==> src/rtl/pingpong_pkg.sv <==
// Shared definitions for the ECG ping-pong frame controller and its benches.
package pingpong_pkg;

    // Default widths matching the switching_block memory ports.
    localparam int ADDR_W_DEF = 12;
    localparam int DATA_W_DEF = 32;

    // Bank select values on the switching_block select line.
    localparam logic BANK_M1 = 1'b0;
    localparam logic BANK_M2 = 1'b1;

    // Frame controller states.
    typedef enum logic [1:0] {
        IDLE = 2'd0,
        FILL = 2'd1,
        FULL = 2'd2,
        SWAP = 2'd3
    } state_t;

endpackage

==> src/rtl/sat_counter.sv <==
// Saturating up-counter with synchronous clear; holds at all-ones.
module sat_counter #(
    parameter int W = 16
) (
    input  logic         clk,
    input  logic         clr,
    input  logic         inc,
    output logic [W-1:0] q
);

    localparam logic [W-1:0] MAX_VAL = {W{1'b1}};

    logic [W-1:0] cnt_r;

    // Count increments, stop at the maximum, clear has priority.
    always_ff @(posedge clk) begin
        if (clr) begin
            cnt_r <= {W{1'b0}};
        end else if (inc && (cnt_r != MAX_VAL)) begin
            cnt_r <= cnt_r + W'(1);
        end else begin
            cnt_r <= cnt_r;
        end
    end

    assign q = cnt_r;

endmodule

==> src/rtl/pingpong_frame_ctrl.sv <==
// Ping-pong frame controller: fills the current write bank with ADC samples,
// hands full banks to the reader via switch/frame_ready and counts samples
// dropped while the reader still holds the other bank.
module pingpong_frame_ctrl
    import pingpong_pkg::*;
#(
    parameter int ADDR_W    = ADDR_W_DEF,
    parameter int DATA_W    = DATA_W_DEF,
    parameter int FRAME_LEN = 4096,
    parameter int OVR_W     = 16
) (
    input  logic              lc_clk_c,
    input  logic              rst,
    input  logic              enable,
    input  logic              samp_valid,
    input  logic [DATA_W-1:0] samp_data,
    input  logic              rd_done,
    output logic              switch,
    output logic [ADDR_W-1:0] lc_addra,
    output logic              wr_en,
    output logic [DATA_W-1:0] dt_an,
    output logic              frame_ready,
    output logic              rd_busy,
    output logic [OVR_W-1:0]  overrun_cnt,
    output logic [1:0]        state_o
);

    // Address of the last sample of a frame.
    localparam logic [ADDR_W-1:0] LAST_PTR = ADDR_W'(FRAME_LEN - 1);

    state_t            state_r;
    state_t            state_nxt_s;
    logic [ADDR_W-1:0] wr_ptr_r;
    logic [ADDR_W-1:0] wr_ptr_nxt_s;
    logic              accept_s;
    logic              drop_s;
    logic              swap_s;

    logic              switch_r;
    logic [ADDR_W-1:0] lc_addra_r;
    logic              wr_en_r;
    logic [DATA_W-1:0] dt_an_r;
    logic              frame_ready_r;
    logic              rd_busy_r;

    // Next-state, write-pointer and event decode.
    always_comb begin
        state_nxt_s  = state_r;
        wr_ptr_nxt_s = wr_ptr_r;
        accept_s     = 1'b0;
        drop_s       = 1'b0;
        swap_s       = 1'b0;
        case (state_r)
            IDLE: begin
                wr_ptr_nxt_s = {ADDR_W{1'b0}};
                if (enable) begin
                    state_nxt_s = FILL;
                end else begin
                    state_nxt_s = IDLE;
                end
            end
            FILL: begin
                // A sample arriving in the abort cycle is still written.
                accept_s = samp_valid;
                if (!enable) begin
                    state_nxt_s  = IDLE;
                    wr_ptr_nxt_s = {ADDR_W{1'b0}};
                end else if (samp_valid && (wr_ptr_r == LAST_PTR)) begin
                    state_nxt_s  = FULL;
                    wr_ptr_nxt_s = {ADDR_W{1'b0}};
                end else if (samp_valid) begin
                    wr_ptr_nxt_s = wr_ptr_r + ADDR_W'(1);
                end else begin
                    wr_ptr_nxt_s = wr_ptr_r;
                end
            end
            FULL: begin
                drop_s = samp_valid;
                if (!enable) begin
                    state_nxt_s  = IDLE;
                    wr_ptr_nxt_s = {ADDR_W{1'b0}};
                end else if (!rd_busy_r || rd_done) begin
                    state_nxt_s = SWAP;
                end else begin
                    state_nxt_s = FULL;
                end
            end
            SWAP: begin
                // The swap always completes, even when enable drops here.
                drop_s = samp_valid;
                swap_s = 1'b1;
                if (enable) begin
                    state_nxt_s = FILL;
                end else begin
                    state_nxt_s = IDLE;
                end
            end
            default: begin
                state_nxt_s  = IDLE;
                wr_ptr_nxt_s = {ADDR_W{1'b0}};
            end
        endcase
    end

    // State and write-pointer registers.
    always_ff @(posedge lc_clk_c) begin
        if (rst) begin
            state_r  <= IDLE;
            wr_ptr_r <= {ADDR_W{1'b0}};
        end else begin
            state_r  <= state_nxt_s;
            wr_ptr_r <= wr_ptr_nxt_s;
        end
    end

    // Registered write port, bank select and reader handshake outputs.
    always_ff @(posedge lc_clk_c) begin
        if (rst) begin
            switch_r      <= BANK_M1;
            lc_addra_r    <= {ADDR_W{1'b0}};
            wr_en_r       <= 1'b0;
            dt_an_r       <= {DATA_W{1'b0}};
            frame_ready_r <= 1'b0;
            rd_busy_r     <= 1'b0;
        end else begin
            wr_en_r       <= accept_s;
            frame_ready_r <= swap_s;
            if (accept_s) begin
                lc_addra_r <= wr_ptr_r;
                dt_an_r    <= samp_data;
            end else begin
                lc_addra_r <= lc_addra_r;
                dt_an_r    <= dt_an_r;
            end
            if (swap_s) begin
                switch_r <= ~switch_r;
            end else begin
                switch_r <= switch_r;
            end
            // Handing over a bank wins over a same-cycle release.
            if (swap_s) begin
                rd_busy_r <= 1'b1;
            end else if (rd_done) begin
                rd_busy_r <= 1'b0;
            end else begin
                rd_busy_r <= rd_busy_r;
            end
        end
    end

    sat_counter #(
        .W (OVR_W)
    ) u_ovr_cnt (
        .clk (lc_clk_c),
        .clr (rst),
        .inc (drop_s),
        .q   (overrun_cnt)
    );

    assign switch      = switch_r;
    assign lc_addra    = lc_addra_r;
    assign wr_en       = wr_en_r;
    assign dt_an       = dt_an_r;
    assign frame_ready = frame_ready_r;
    assign rd_busy     = rd_busy_r;
    assign state_o     = state_r;

endmodule

==> config.mk <==
export PLATFORM = sky130hd
export DESIGN_NAME = pingpong_frame_ctrl
export DESIGN_NICKNAME = d
export VERILOG_FILES = /design/src/rtl/pingpong_pkg.sv /design/src/rtl/sat_counter.sv /design/src/rtl/pingpong_frame_ctrl.sv
export SDC_FILE = /design/constraint.sdc
export NUM_CORES = 1
export LEC_CHECK = 0
export ABC_AREA = 1
export CAP_MARGIN = 40
export CORE_ASPECT_RATIO = 0.5
export CORE_MARGIN = 2
export CORE_UTILIZATION = 44
export DETAILED_ROUTE_END_ITERATION = 8
export HOLD_SLACK_MARGIN = 0.12
export PLACE_DENSITY = 0.8
export SLEW_MARGIN = 20
export SYNTH_ARGS = -nofsm -noshare
export SYNTH_HDL_FRONTEND = slang
export SYNTH_SLANG_ARGS = --single-unit
==> constraint.sdc <==
create_clock -name lc_clk_c -period 2.1 [get_ports lc_clk_c]
set_input_delay 0.42 -clock lc_clk_c [delete_from_list [all_inputs] [get_ports lc_clk_c]]
set_output_delay 0.42 -clock lc_clk_c [all_outputs]
set_load 0.02 [all_outputs]
==> key figures <==
Setup path
  – Worst-case reg-to-reg path depth: 8
  – Worst-path fanout max: 7
  – Slowest cell on crit path: clkdlybuf4s50_1
  – Highest cell delay on the worst timing path: roughly 0.66 ns
  – CP top delay family: buffers and inverters
  – Crit Path Category: reg2out
  – Startpoint Class: register
  – Reg2reg end: wr_ptr_r[3]
  – WP data required: between 1.5 and 2 ns
  – Crit. End Element: output port
  – WP data arrival: ~1.5 ns
  – Crit path buffers/inverters: 1
  – Worst R2R Start: state_o[0]
  – Critical Path, Cell by Cell: clkdlybuf4s50_1
  – R2r setup slk: 0.32 ns

Die
  – Die Span Y: about 66 um
  – Die area: approximately 8400 um^2
  – # rows: 22
  – Initial Util: 45.9%
  – Die width: 128 um
  – IO Pins: a little over 100
  – Core ar.: 7380 um^2

Synth
  – Synth top cells by count: nor2_1, dfxtp_1, nand2_1, o21ai_0, inv_1
  – Top-count cell post-synth: nor2_1
  – Post-Syn Instances: 462
  – Synthesized net count: 506
  – Synth top area share: a little under half
  – Mapped cell area: roughly 3400 um^2
  – Yosys reg bits: 78
  – Cell taking the most area after synthesis: dfxtp_1
  – EDFF count, synth: 0
  – Largest cells by area after synthesis: dfxtp_1, nor2_1, nand2_1
  – Async S/R FF share, synth: 0%
  – Main synth FF type: dfxtp_1
  – Sequential share of the synthesized area: ~46%
  – Yosys cell types: 30
  – Syn. warnings: 0
  – Mean post-synth cell area: 7.32 um^2

Global routing
  – Gr ovfl total: 0
  – Largest net degree at the start of global routing: between 40 and 50
  – Vias in the first global route: between 2000 and 3000
  – First-pass GRT wire length: between 10000 and 15000 um
  – GRT Overall Usage: 19.8%
  – Initial antenna violation count: 0

Clocking
  – Clock slew at reported path FFs: 0.05 ns
  – Max Buffers Root-to-Sink: 2
  – Root Buffer: clkbuf_16
  – TritonCTS Buffers: 9
  – CTS tree: built
  – CTS Hold Bufs: 0
  – Sink Count: 78
  – Postcts setup bufs: 0
  – Cts repair resizes: 0
  – Worst skew pair latency: about 0.33 ns
  – H-tree depth: 3

Place
  – Gpl congestion: just under 0.9
  – PortBufs: between 100 and 150
  – Area post-placement: ~4500 um^2
  – Detailed Place HPWL: roughly 5700 um

STA
  – Actual slew at the worst max-slew pin: roughly 0.39 ns
  – Fmax: ~0.53 GHz
  – Final cycle utilization of the critical path: 90.3%
  – Final Setup Violations: 0
  – Hold slack: between 0.4 and 0.5 ns
  – Final Hold Violating Endpoints: 0
  – Crit path time final: between 1.5 and 2 ns
  – Setup TNS: 0 ns
  – RSZ-0062 raised after global routing: false
  – Clock Skews: between 0.004 and 0.005 ns
  – Final Max Tran Viols: 0
  – Relative max-transition margin: roughly 74%

Drt
  – # DRC: 0
  – Wire per inst: around 12 um
  – DRT antenna net count: 0
  – Final WL: approximately 8100 um
  – TritonRoute pass-1 iters: 5
  – Initial DRC Count: slightly below 200
  – Detailed-route vias per instance: 4.85
  – Vias: 3217

Job
  – Max_cap viols: 0

Final layout
  – Final nets: between 600 and 700
  – Final instance area: 4770 um^2
  – Layout cells sized above 1: around 6.7%
  – Synth-to-Final Area Change: 41.1%
  – Fill cells: ~660
  – N_diodes: 0

Power
  – Worst VDD drop: approximately 0.00051 V
  – P per Cell Area: around 780 nW/um^2
  – Leakage power: approximately 1.8 nW
  – Post-layout total power: around 0.0037 W

Status
  – Status: finished, final reports clean

Hold path
  – Hold endpoint: lc_addra[11]
  – Min-Delay Path Class: reg2reg
  – Min-delay src: lc_addra[11]
  – Hold path depth: 2
-- through the flow --
stage | worst slack (ns) | cells | util, %
final | 0.204 | 663 | 64.7
after global routing | 0.115 | 663 | 64.7
after CTS | 0.194 | 663 | 64.7
after detailed placement | 0.172 | 648 | 60.8
after global placement | 0.259 | 648 | 60.8
after floorplan | 0.427 | 462 | -
-- sequential cells by signal, summed over array words and instances, names as in the netlist --
name,cells
dt_an,32
frame_ready,1
lc_addra,12
rd_busy,1
state_o,2
switch,1
u_ovr_cnt.q,16
wr_en,1
wr_ptr_r,12
-- area by class of cell --
| class | instances | area, um^2 | share of cell area, % |
|---|---|---|---|
| inverters | 33 | 124 | 2.60 |
| clock inverters | 5 | 50.0 | 1.05 |
| well taps | 96 | 120 | 2.52 |
| flip-flops and latches | 78 | 1560 | 32.7 |
| repair buffers | 108 | 1080 | 22.6 |
| multi-input cells | 333 | 1600 | 33.5 |
| clock buffers | 10 | 239 | 5.01 |
-- worst max-delay path by stage --
stage	startpoint	end	slack, ns	depth (start not counted)
2_1_floorplan	state_o[0]	wr_ptr_r[8]	0.43	8
3_3_place_gp	samp_valid	u_ovr_cnt.q[1]	0.26	8
3_5_place_dp	samp_valid	u_ovr_cnt.q[8]	0.17	9
4_1_cts	u_ovr_cnt.q[2]	overrun_cnt[2]	0.19	1
5_1_grt	u_ovr_cnt.q[2]	overrun_cnt[2]	0.11	1
6_report	u_ovr_cnt.q[2]	overrun_cnt[2]	0.20	1
-- report_power, final --
part	switching [W]	leakage, nW	internal [W]
clock network	0.000551	0.148	0.000935
registers	0.0000544	0.633	0.00157
logic	0.000329	0.989	0.000285
-- per-layer routing --
metal  GRT usage (%)  share of wire, %  vias up
li1                -                 -     1669
met1            24.7                46     1441
met2            31.4                47       92
met3            6.72               5.8       15
met4            8.52               2.0        0
met5               0                 0        -
-- logic make-up (layout without fill, tap and decap cells) --
kind of cell	Yosys count	after routing	share of synthesized area, %
XOR/XNOR	12	12	3.11
flip-flops	78	78	46.2
adder cells (fa/ha/maj)	7	7	2.59
AO/OA/AOI/OAI	77	77	12.0
AND/OR/NAND/NOR	237	237	29.5
buffers and inverters	51	156	6.58
-- layout by cell type, fill, tap and decap left out --
cell | netlist | routed
o21ai_4 | 1 | 1
nor2_2 | 5 | 5
nand2_4 | 2 | 2
clkbuf_16 | 0 | 9
buf_12 | 0 | 1
clkbuf_8 | 0 | 1
buf_4 | 1 | 5
o22ai_1 | 2 | 2
inv_2 | 1 | 1
ha_1 | 7 | 7
nand4_1 | 5 | 5
clkdlybuf4s50_1 | 0 | 102
nand2_1 | 67 | 67
a31oi_1 | 1 | 1
nor3_2 | 1 | 1
nand3b_1 | 1 | 1
a21oi_1 | 21 | 21
xor2_1 | 5 | 5
nand2_2 | 3 | 3
clkinv_2 | 0 | 4
o21ai_0 | 50 | 50
nor3_1 | 1 | 1
inv_1 | 32 | 32
nand3_1 | 25 | 25
nor2_4 | 1 | 1
nand3_2 | 2 | 2
a21oi_2 | 1 | 1
o21bai_1 | 1 | 1
xnor2_1 | 7 | 7
bufinv_16 | 0 | 1
dfxtp_1 | 78 | 78
nor2_1 | 124 | 124
Power figures use the tool's default switching activity.
